## src/rtl/falafel_op_scheduler.sv

```systemverilog
// Operation scheduler for the falafel allocator core.
// Pops alloc/free operations from two first-word-fall-through FIFOs,
// issues one at a time to the core with a weighted alloc/free arbiter,
// and pushes the tagged core result into the response FIFO.
module falafel_op_scheduler #(
    parameter int                  DATA_W       = 64,
    parameter int                  MSG_ID_W     = 8,
    parameter int                  ALLOC_WEIGHT = 4,
    parameter logic [MSG_ID_W-1:0] FREE_TAG     = {MSG_ID_W{1'b1}}
) (
    input  logic                       clk_i,
    input  logic                       rst_i,
    input  logic                       alloc_empty_i,
    input  logic [DATA_W-1:0]          alloc_size_i,
    input  logic [MSG_ID_W-1:0]        alloc_id_i,
    output logic                       alloc_read_o,
    input  logic                       free_empty_i,
    input  logic [DATA_W-1:0]          free_addr_i,
    output logic                       free_read_o,
    output logic                       core_req_val_o,
    input  logic                       core_req_rdy_i,
    output logic                       core_is_alloc_o,
    output logic [DATA_W-1:0]          core_size_o,
    output logic [DATA_W-1:0]          core_addr_o,
    input  logic                       core_rsp_val_i,
    output logic                       core_rsp_rdy_o,
    input  logic [DATA_W-1:0]          core_rsp_data_i,
    input  logic                       resp_full_i,
    output logic                       resp_write_o,
    output logic [MSG_ID_W+DATA_W-1:0] resp_data_o,
    output logic                       busy_o
);

    localparam int STREAK_W = $clog2(ALLOC_WEIGHT + 1);
    localparam logic [STREAK_W-1:0] WEIGHT = STREAK_W'(ALLOC_WEIGHT);

    typedef enum logic [1:0] {
        IDLE     = 2'd0,
        ISSUE    = 2'd1,
        WAIT_RSP = 2'd2
    } state_t;

    state_t                state_reg, state_next;
    logic [STREAK_W-1:0]   streak_reg, streak_next;
    logic                  is_alloc_reg, is_alloc_next;
    logic [MSG_ID_W-1:0]   id_reg, id_next;
    logic [DATA_W-1:0]     size_reg, size_next;
    logic [DATA_W-1:0]     addr_reg, addr_next;
    // Low for the first cycle after reset release so no FIFO is popped then.
    logic                  started_reg;

    // Alloc wins unless a free is waiting and the alloc streak has hit its weight.
    logic pick_alloc;
    assign pick_alloc = !alloc_empty_i && (free_empty_i || (streak_reg < WEIGHT));

    // State, streak counter and latched operation registers.
    always_ff @(posedge clk_i or posedge rst_i) begin
        if (rst_i) begin
            state_reg    <= IDLE;
            streak_reg   <= '0;
            is_alloc_reg <= 1'b0;
            id_reg       <= '0;
            size_reg     <= '0;
            addr_reg     <= '0;
            started_reg  <= 1'b0;
        end else begin
            state_reg    <= state_next;
            streak_reg   <= streak_next;
            is_alloc_reg <= is_alloc_next;
            id_reg       <= id_next;
            size_reg     <= size_next;
            addr_reg     <= addr_next;
            started_reg  <= 1'b1;
        end
    end

    // Next-state logic, grant/latch decisions and handshake outputs.
    always_comb begin
        state_next     = state_reg;
        streak_next    = streak_reg;
        is_alloc_next  = is_alloc_reg;
        id_next        = id_reg;
        size_next      = size_reg;
        addr_next      = addr_reg;
        alloc_read_o   = 1'b0;
        free_read_o    = 1'b0;
        core_req_val_o = 1'b0;
        core_rsp_rdy_o = 1'b0;
        resp_write_o   = 1'b0;
        resp_data_o    = '0;
        case (state_reg)
            IDLE: begin
                if (started_reg && (!alloc_empty_i || !free_empty_i)) begin
                    state_next = ISSUE;
                    if (pick_alloc) begin
                        alloc_read_o  = 1'b1;
                        is_alloc_next = 1'b1;
                        id_next       = alloc_id_i;
                        size_next     = alloc_size_i;
                        addr_next     = '0;
                        // Only count allocs that actually kept a free waiting.
                        if (free_empty_i) begin
                            streak_next = '0;
                        end else if (streak_reg != WEIGHT) begin
                            streak_next = streak_reg + 1'b1;
                        end
                    end else begin
                        free_read_o   = 1'b1;
                        is_alloc_next = 1'b0;
                        id_next       = '0;
                        size_next     = '0;
                        addr_next     = free_addr_i;
                        streak_next   = '0;
                    end
                end
            end
            ISSUE: begin
                core_req_val_o = 1'b1;
                if (core_req_rdy_i) begin
                    state_next = WAIT_RSP;
                end
            end
            WAIT_RSP: begin
                core_rsp_rdy_o = !resp_full_i;
                if (core_rsp_val_i && !resp_full_i) begin
                    resp_write_o = 1'b1;
                    resp_data_o  = {(is_alloc_reg ? id_reg : FREE_TAG), core_rsp_data_i};
                    state_next   = IDLE;
                end
            end
            default: begin
                state_next = IDLE;
            end
        endcase
    end

    assign core_is_alloc_o = is_alloc_reg;
    assign core_size_o     = size_reg;
    assign core_addr_o     = addr_reg;
    assign busy_o          = (state_reg != IDLE);

endmodule

```

## config.mk

```make
export PLATFORM = sky130hd
export DESIGN_NAME = falafel_op_scheduler
export DESIGN_NICKNAME = d
export VERILOG_FILES = /design/src/rtl/falafel_op_scheduler.sv
export SDC_FILE = /design/constraint.sdc
export NUM_CORES = 1
export LEC_CHECK = 0
export CAP_MARGIN = 30
export CORE_AREA = 8 8 153 155
export DETAILED_ROUTE_END_ITERATION = 16
export DIE_AREA = 0 0 161 163
export PLACE_DENSITY = 0.66
export SLEW_MARGIN = 0
export SYNTH_ARGS = -nofsm -noshare
export SYNTH_HDL_FRONTEND = slang
export SYNTH_SLANG_ARGS = --single-unit
```

## constraint.sdc

```tcl
create_clock -name clk_i -period 4.9 [get_ports clk_i]
set_input_delay 0.735 -clock clk_i [delete_from_list [all_inputs] [get_ports clk_i]]
set_output_delay 0.735 -clock clk_i [all_outputs]
set_load 0.02 [all_outputs]
```

==> results.md, run 1 <==
* Leakage power at approximately 4.5 nW
* DRT antenna net count at 0
* Netlist cell types at 27
* Synth Area per Inst at 13.6 µm²
* Seq/Total Area, Yosys at 63.1%
* Final min period at 3.49 ns
* GP Congestion at 0.770
* Layout cells sized above 1 at 5.42%
* Boundary pin count at around 410
* Crit Path Category: input port to output port
* Total Wirelength at roughly 23 mm
* Area grow syn2layout at 87.5%
* Final WS setup at 1.41 ns
* CTS Buf Count at 17
* Placement Setup Slack at 1.36 ns
* Synthesized flop and latch total at 143
* Clk buf depth at 2
* Mapped cell area at about 5700 µm²
* GR met3 Demand/Resource at 7.58%
* Worst path arrival time at about 2.8 ns
* First-pass GRT wire length at approximately 34 mm
* Hold Crit Class: register to register
* Cell Pwr Density at around 560 nW/µm²
* Post-synthesis cell count at 417
* Rows at 53
* Crit-path cells: clkdlybuf4s50_1 -> nor3b_4 -> buf_4 -> and2_1 -> clkdlybuf4s50_1
* Period utilisation layout at a little under three quarters
* Routed length per instance at 21.1 µm
* Vias in the first global route at between 5000 and 6000
* Crit start category: input port
* Area contributors post-synth: dfrtp_1 63%, a22o_1 21%, and2_1 7.1%, buf_6 2.0%, o21a_1 1.1%
* Slowest CP cell: clkdlybuf4s50_1
* GR Util met2 at between 30 and 40%
* Die H at roughly 160 µm
* Met1 GRT Util at around 18%
* Root Buffer: clkbuf_16
* Gr ovfl total at 0
* CP dominant cell by count: clkdlybuf4s50_1
* Setup TNS at 0 ns
* Leading cell types in the layout, fill and taps excluded: 413 x clkdlybuf4s50_1, 143 x dfrtp_1, 137 x a22o_1, 64 x and2_1, 17 x clkbuf_16
* Highest clock rate at 0.286 GHz
* Number of antenna violations at the first check in global routing at 1
* DR DRC count at 0
* DRT iter0 DRCs at 324
* Setup violators final at 0
* Drt pass-1 iters at 5
* Delay-heaviest family, CP: buffers and inverters
* Detailed Place HPWL at 17.8 mm
* Cts repair resizes at 0
* Yosys top cell by area: dfrtp_1
* Sw Share at 35.2%
* Via count at 5009
* Clock Skew at 0.00781 ns
* Tot GR Track Use at 17.1%
* Clock Latency Late Sink at 0.41 ns
* CP Max Fanout at 73
* Required @ worst endpoint at 4.16 ns
* IO buf count at 413
* Seq pwr share at 32.8%
* Mapped Nets at around 630
* Vias per cell at ~4.5
* Clock slew at reported path FFs at roughly 0.06 ns
* Pins Over Slew Limit at 0
* Slew @ Worst Pin at roughly 0.84 ns
* RSZ-0062 raised after global routing: no
* Final hold violation count at 0
* Combinational fraction of design power at 44.8%
* Post-synth top area share at between 60% and 70%
* Max VDD drop at 205 µV
* Status: complete, no violations
* Net Sw Power at 2.10 mW
* Clock share of power at about 22%
* Die X at 161 µm
* Die Area at roughly 26000 µm²
* Setup Buffers After CTS at 0
* Ys Warns at 0
* Filler cells at 1851
* MaxCap Viol Count at 0
* Final net count at 1027
* Worst path bufs/invs at 3
* Max-slew headroom at between 40% and 50%
* Max incr delay on CP at 0.64 ns
* CTS tree: yes
* Most common cell after layout, fill and taps aside: clkdlybuf4s50_1
* Pint at 3.86 mW
* CP endpoint kind: output port
* Initial core utilization at 27.2%
* Hold buffers post-CTS at 0
* Core area at between 20000 and 25000 µm²
* H-tree depth at 4
* Largest net degree at the start of global routing at 102
* Gr busiest metal: met2
* Clock sink total at 143
[final timing paths]
kind / start / endpoint / slack [ns] / depth (start not counted)
max in group asynchronous: rst_i / core_addr_o[8] / 3.32 / 4
worst min register to register: core_addr_o[61] / core_addr_o[61] / 0.50 / 1
min in group asynchronous: rst_i / core_size_o[43] / 0.57 / 2
worst min-delay path: core_addr_o[61] / core_addr_o[61] / 0.50 / 1
worst max-delay path: resp_full_i / resp_data_o[54] / 1.41 / 5
worst max register to register: state_reg[1] / core_size_o[9] / 2.75 / 4
[metrics by stage]
step,power (mW),instance area [µm²],util (%),hold slack [ns],instances
3_3_place_gp,4.64,9990,48.0,0.488,1073
3_5_place_dp,4.67,9990,48.0,0.490,1073
2_1_floorplan,3.26,5670,-,0.474,417
6_report,5.96,10600,51.0,0.501,1107
4_1_cts,6.04,10600,50.9,0.507,1105
5_1_grt,6.28,10600,51.0,0.514,1107
[cell families after synthesis]
group | Yosys count | share of synthesized area, %
AOI/OAI and AO/OA | 151 | 23.1
adders and majority gates | 2 | 0.441
buffers and inverters | 44 | 4.75
DFF | 143 | 63.1
muxes | 1 | 0.199
other | 1 | 0.0662
and+or+nand+nor | 75 | 8.32
[Yosys cell counts]
cell,n
and2_1,64
nand2b_1,2
o21a_1,8
nor4b_1,1
clkbuf_1,13
a211oi_2,1
nor2b_1,1
o21ai_0,1
nor2_1,3
a21oi_1,1
a32o_1,1
nor3b_2,1
dfrtp_1,143
mux2_2,1
ha_1,2
a22o_1,137
clkinv_1,1
buf_6,10
or2_2,1
a21o_1,1
inv_1,5
buf_2,11
o2bb2ai_1,1
buf_4,4
conb_1,1
nor3_1,1
or3b_1,1
[worst register-to-register path: stages (launching register included)]
cell	delay (ns)
dfrtp_1	0.40
or3b_1	0.49
a211oi_4	0.21
buf_4	0.66
a22o_1	0.32
[layout make-up]
| type | instances | area [µm²] | area share (%) |
|---|---|---|---|
| Antenna cell | 1 | 2.50 | 0.0235 |
| Clock buffer | 18 | 429 | 4.04 |
| Clock inverter | 14 | 181 | 1.71 |
| Inverter | 6 | 27.5 | 0.259 |
| Multi-Input combinational cell | 230 | 1850 | 17.4 |
| Sequential cell | 143 | 3580 | 33.7 |
| Tap cell | 275 | 344 | 3.24 |
| Timing Repair Buffer | 420 | 4220 | 39.7 |
[power groups by stage]
| stage | Sequential, mW | Combinational (mW) | Clock (mW) |
|---|---|---|---|
| 6_report | 1.95 | 2.67 | 1.34 |
| 5_1_grt | 2.02 | 2.83 | 1.43 |
| 4_1_cts | 1.95 | 2.71 | 1.38 |
| 3_5_place_dp | 1.97 | 2.71 | 0 |
| 3_3_place_gp | 1.95 | 2.69 | 0 |
| 2_1_floorplan | 2.50 | 0.754 | 0 |
[per-layer routing]
metal | routed length (µm) | part of all wire (%)
met3 | 2220 | 9.5
met2 | 12400 | 53
met4 | 397 | 1.7
met1 | 8300 | 36
met5 | 0 | 0
(Power assumes the default switching activity.)
==> run 2, diff against run 1 <==
--- a/config.mk
+++ b/config.mk
@@ -9,7 +9,7 @@
 export CORE_AREA = 8 8 153 155
 export DETAILED_ROUTE_END_ITERATION = 16
 export DIE_AREA = 0 0 161 163
-export PLACE_DENSITY = 0.66
+export PLACE_DENSITY = 0.69
 export SLEW_MARGIN = 0
 export SYNTH_ARGS = -nofsm -noshare
 export SYNTH_HDL_FRONTEND = slang
==> constraint.sdc (replaced) <==
create_clock -name clk_i -period 3.12 [get_ports clk_i]
set_input_delay 0.468 -clock clk_i [delete_from_list [all_inputs] [get_ports clk_i]]
set_output_delay 0.468 -clock clk_i [all_outputs]
set_load 0.02 [all_outputs]
==> results.md, run 2 (synthesis gave the netlist of run 1 again) <==
* Setup violators final at 0
* Cts repair resizes at 0
* Drt pass-1 iters at 4
* Required @ worst endpoint at ~2.7 ns
* CP endpoint kind: output port
* Layout cells sized above 1 at 5.89%
* Area grow syn2layout at 87.4%
* DRT iter0 DRCs at 326
* Clk buf depth at 2
* Vias in the first global route at 5646
* Pins Over Slew Limit at 0
* Root Buffer: clkbuf_16
* Leakage power at 4.52 nW
* Die Area at 26200 µm²
* Filler cells at 1858
* Cell Pwr Density at 880 nW/µm²
* Rows at 53
* Highest clock rate at roughly 0.36 GHz
* IO buf count at 413
* Total Wirelength at 23.8 mm
* Largest net degree at the start of global routing at 144
* Via count at approximately 5100
* Setup TNS at 0 ns
* Clock Skew at 0.00841 ns
* Placed cell count at ~1100
* Clock slew at reported path FFs at around 0.060 ns
* N_diodes at 0
* Hold_ws at 0.504 ns
* Most common cell after layout, fill and taps aside: clkdlybuf4s50_1
* Leading cell types in the layout, fill and taps excluded: 411 x clkdlybuf4s50_1, 143 x dfrtp_1, 137 x a22o_1, 64 x and2_1, 17 x clkbuf_16
* Max-slew headroom at between 40% and 50%
* Boundary pin count at 414
* Status: complete, no violations
* GP Congestion at 0.804
* Routed length per instance at 21.5 µm
* Period utilisation layout at 89.7%
* Hold buffers post-CTS at 0
* Core area at 20800 µm²
* Initial core utilization at 27.2%
* Crit start category: register
* Gr ovfl total at 0
* Tot GR Track Use at 17.6%
* Final hold violation count at 0
* CTS Buf Count at 17
* CP Max Fanout at 73
* Final min period at 2.80 ns
* Clock sink total at between 100 and 150
* Slew @ Worst Pin at 0.763 ns
* RSZ-0062 raised after global routing: no
* MaxCap Viol Count at 0
* CTS tree: yes
* Clock Latency Late Sink at about 0.41 ns
* Setup Buffers After CTS at 0
* H-tree depth at 4
* First-pass GRT wire length at 35.3 mm
* DRT antenna net count at 0
* DR DRC count at 0
* Final Non-Filler Cells at 1107
* Hold Crit Class: register to register
* Detailed Place HPWL at approximately 18 mm
* Worst path arrival time at 2.33 ns
* Number of antenna violations at the first check in global routing at 0
* Final net count at ~1000
* Max VDD drop at 341 µV
* Vias per cell at 4.60
* Crit Path Category: register to output port
* Die H at 163 µm
* Die X at 161 µm
-- run 2: area by class of cell --
cell class                 count  area [µm²]  area share (%)
timing repair buffer         421        4240            39.9
clock buffer                  18         439            4.13
multi-input combinational    230        1850            17.4
tap                          275         344            3.24
inverter                       6        26.3           0.247
sequential                   143        3580            33.7
clock inverter                14         148            1.39
-- run 2: worst paths after layout --
kind | from | end | slack (ns) | cells after the start
hold reg to reg | core_addr_o[2] | core_addr_o[2] | 0.50 | 1
min in group asynchronous | rst_i | core_size_o[9] | 0.67 | 3
setup / recovery | state_reg[0] | resp_data_o[5] | 0.32 | 5
setup reg to reg | state_reg[1] | core_addr_o[63] | 1.03 | 4
max in group asynchronous | rst_i | streak_reg[2] | 1.92 | 3
hold / removal | core_addr_o[2] | core_addr_o[2] | 0.50 | 1
-- run 2: critical path, cell delays in order, from the launching register on --
cell,delay [ns]
dfrtp_1,0.40
nand2b_1,0.22
nor3b_4,0.24
buf_12,0.25
and2_1,0.16
clkdlybuf4s50_1,0.63
-- run 2: per-layer routing --
metal / up-vias / share of wire [%] / wire length (µm) / track usage [%]
li1: 2336 / - / - / -
met2: 258 / 52 / 12500 / 31.8
met3: 16 / 8.6 / 2030 / 6.60
met4: 0 / 0.96 / 229 / 4.25
met5: - / 0 / 0 / 0
met1: 2479 / 38 / 9040 / 19.1
-- run 2: per-stage QoR --
| stage | worst slack (ns) | cell area, µm² | power [mW] | utilization, % |
|---|---|---|---|---|
| finish | 0.322 | 10600 | 9.34 | 51.0 |
| global route | 0.137 | 10600 | 9.82 | 51.0 |
| CTS | 0.276 | 10600 | 9.49 | 51.0 |
| detailed placement | 0.367 | 10000 | 7.40 | 48.2 |
| global placement | 0.374 | 10000 | 7.35 | 48.2 |
| floorplan | 0.861 | 5670 | 5.12 | - |
-- run 2: power breakdown --
group / leakage, nW / total (mW) / switching (mW) / internal, mW
Clock: 0.280 / 2.02 / 0.872 / 1.15
Sequential: 1.87 / 3.10 / 0.467 / 2.63
Combinational: 2.37 / 4.22 / 2.04 / 2.18
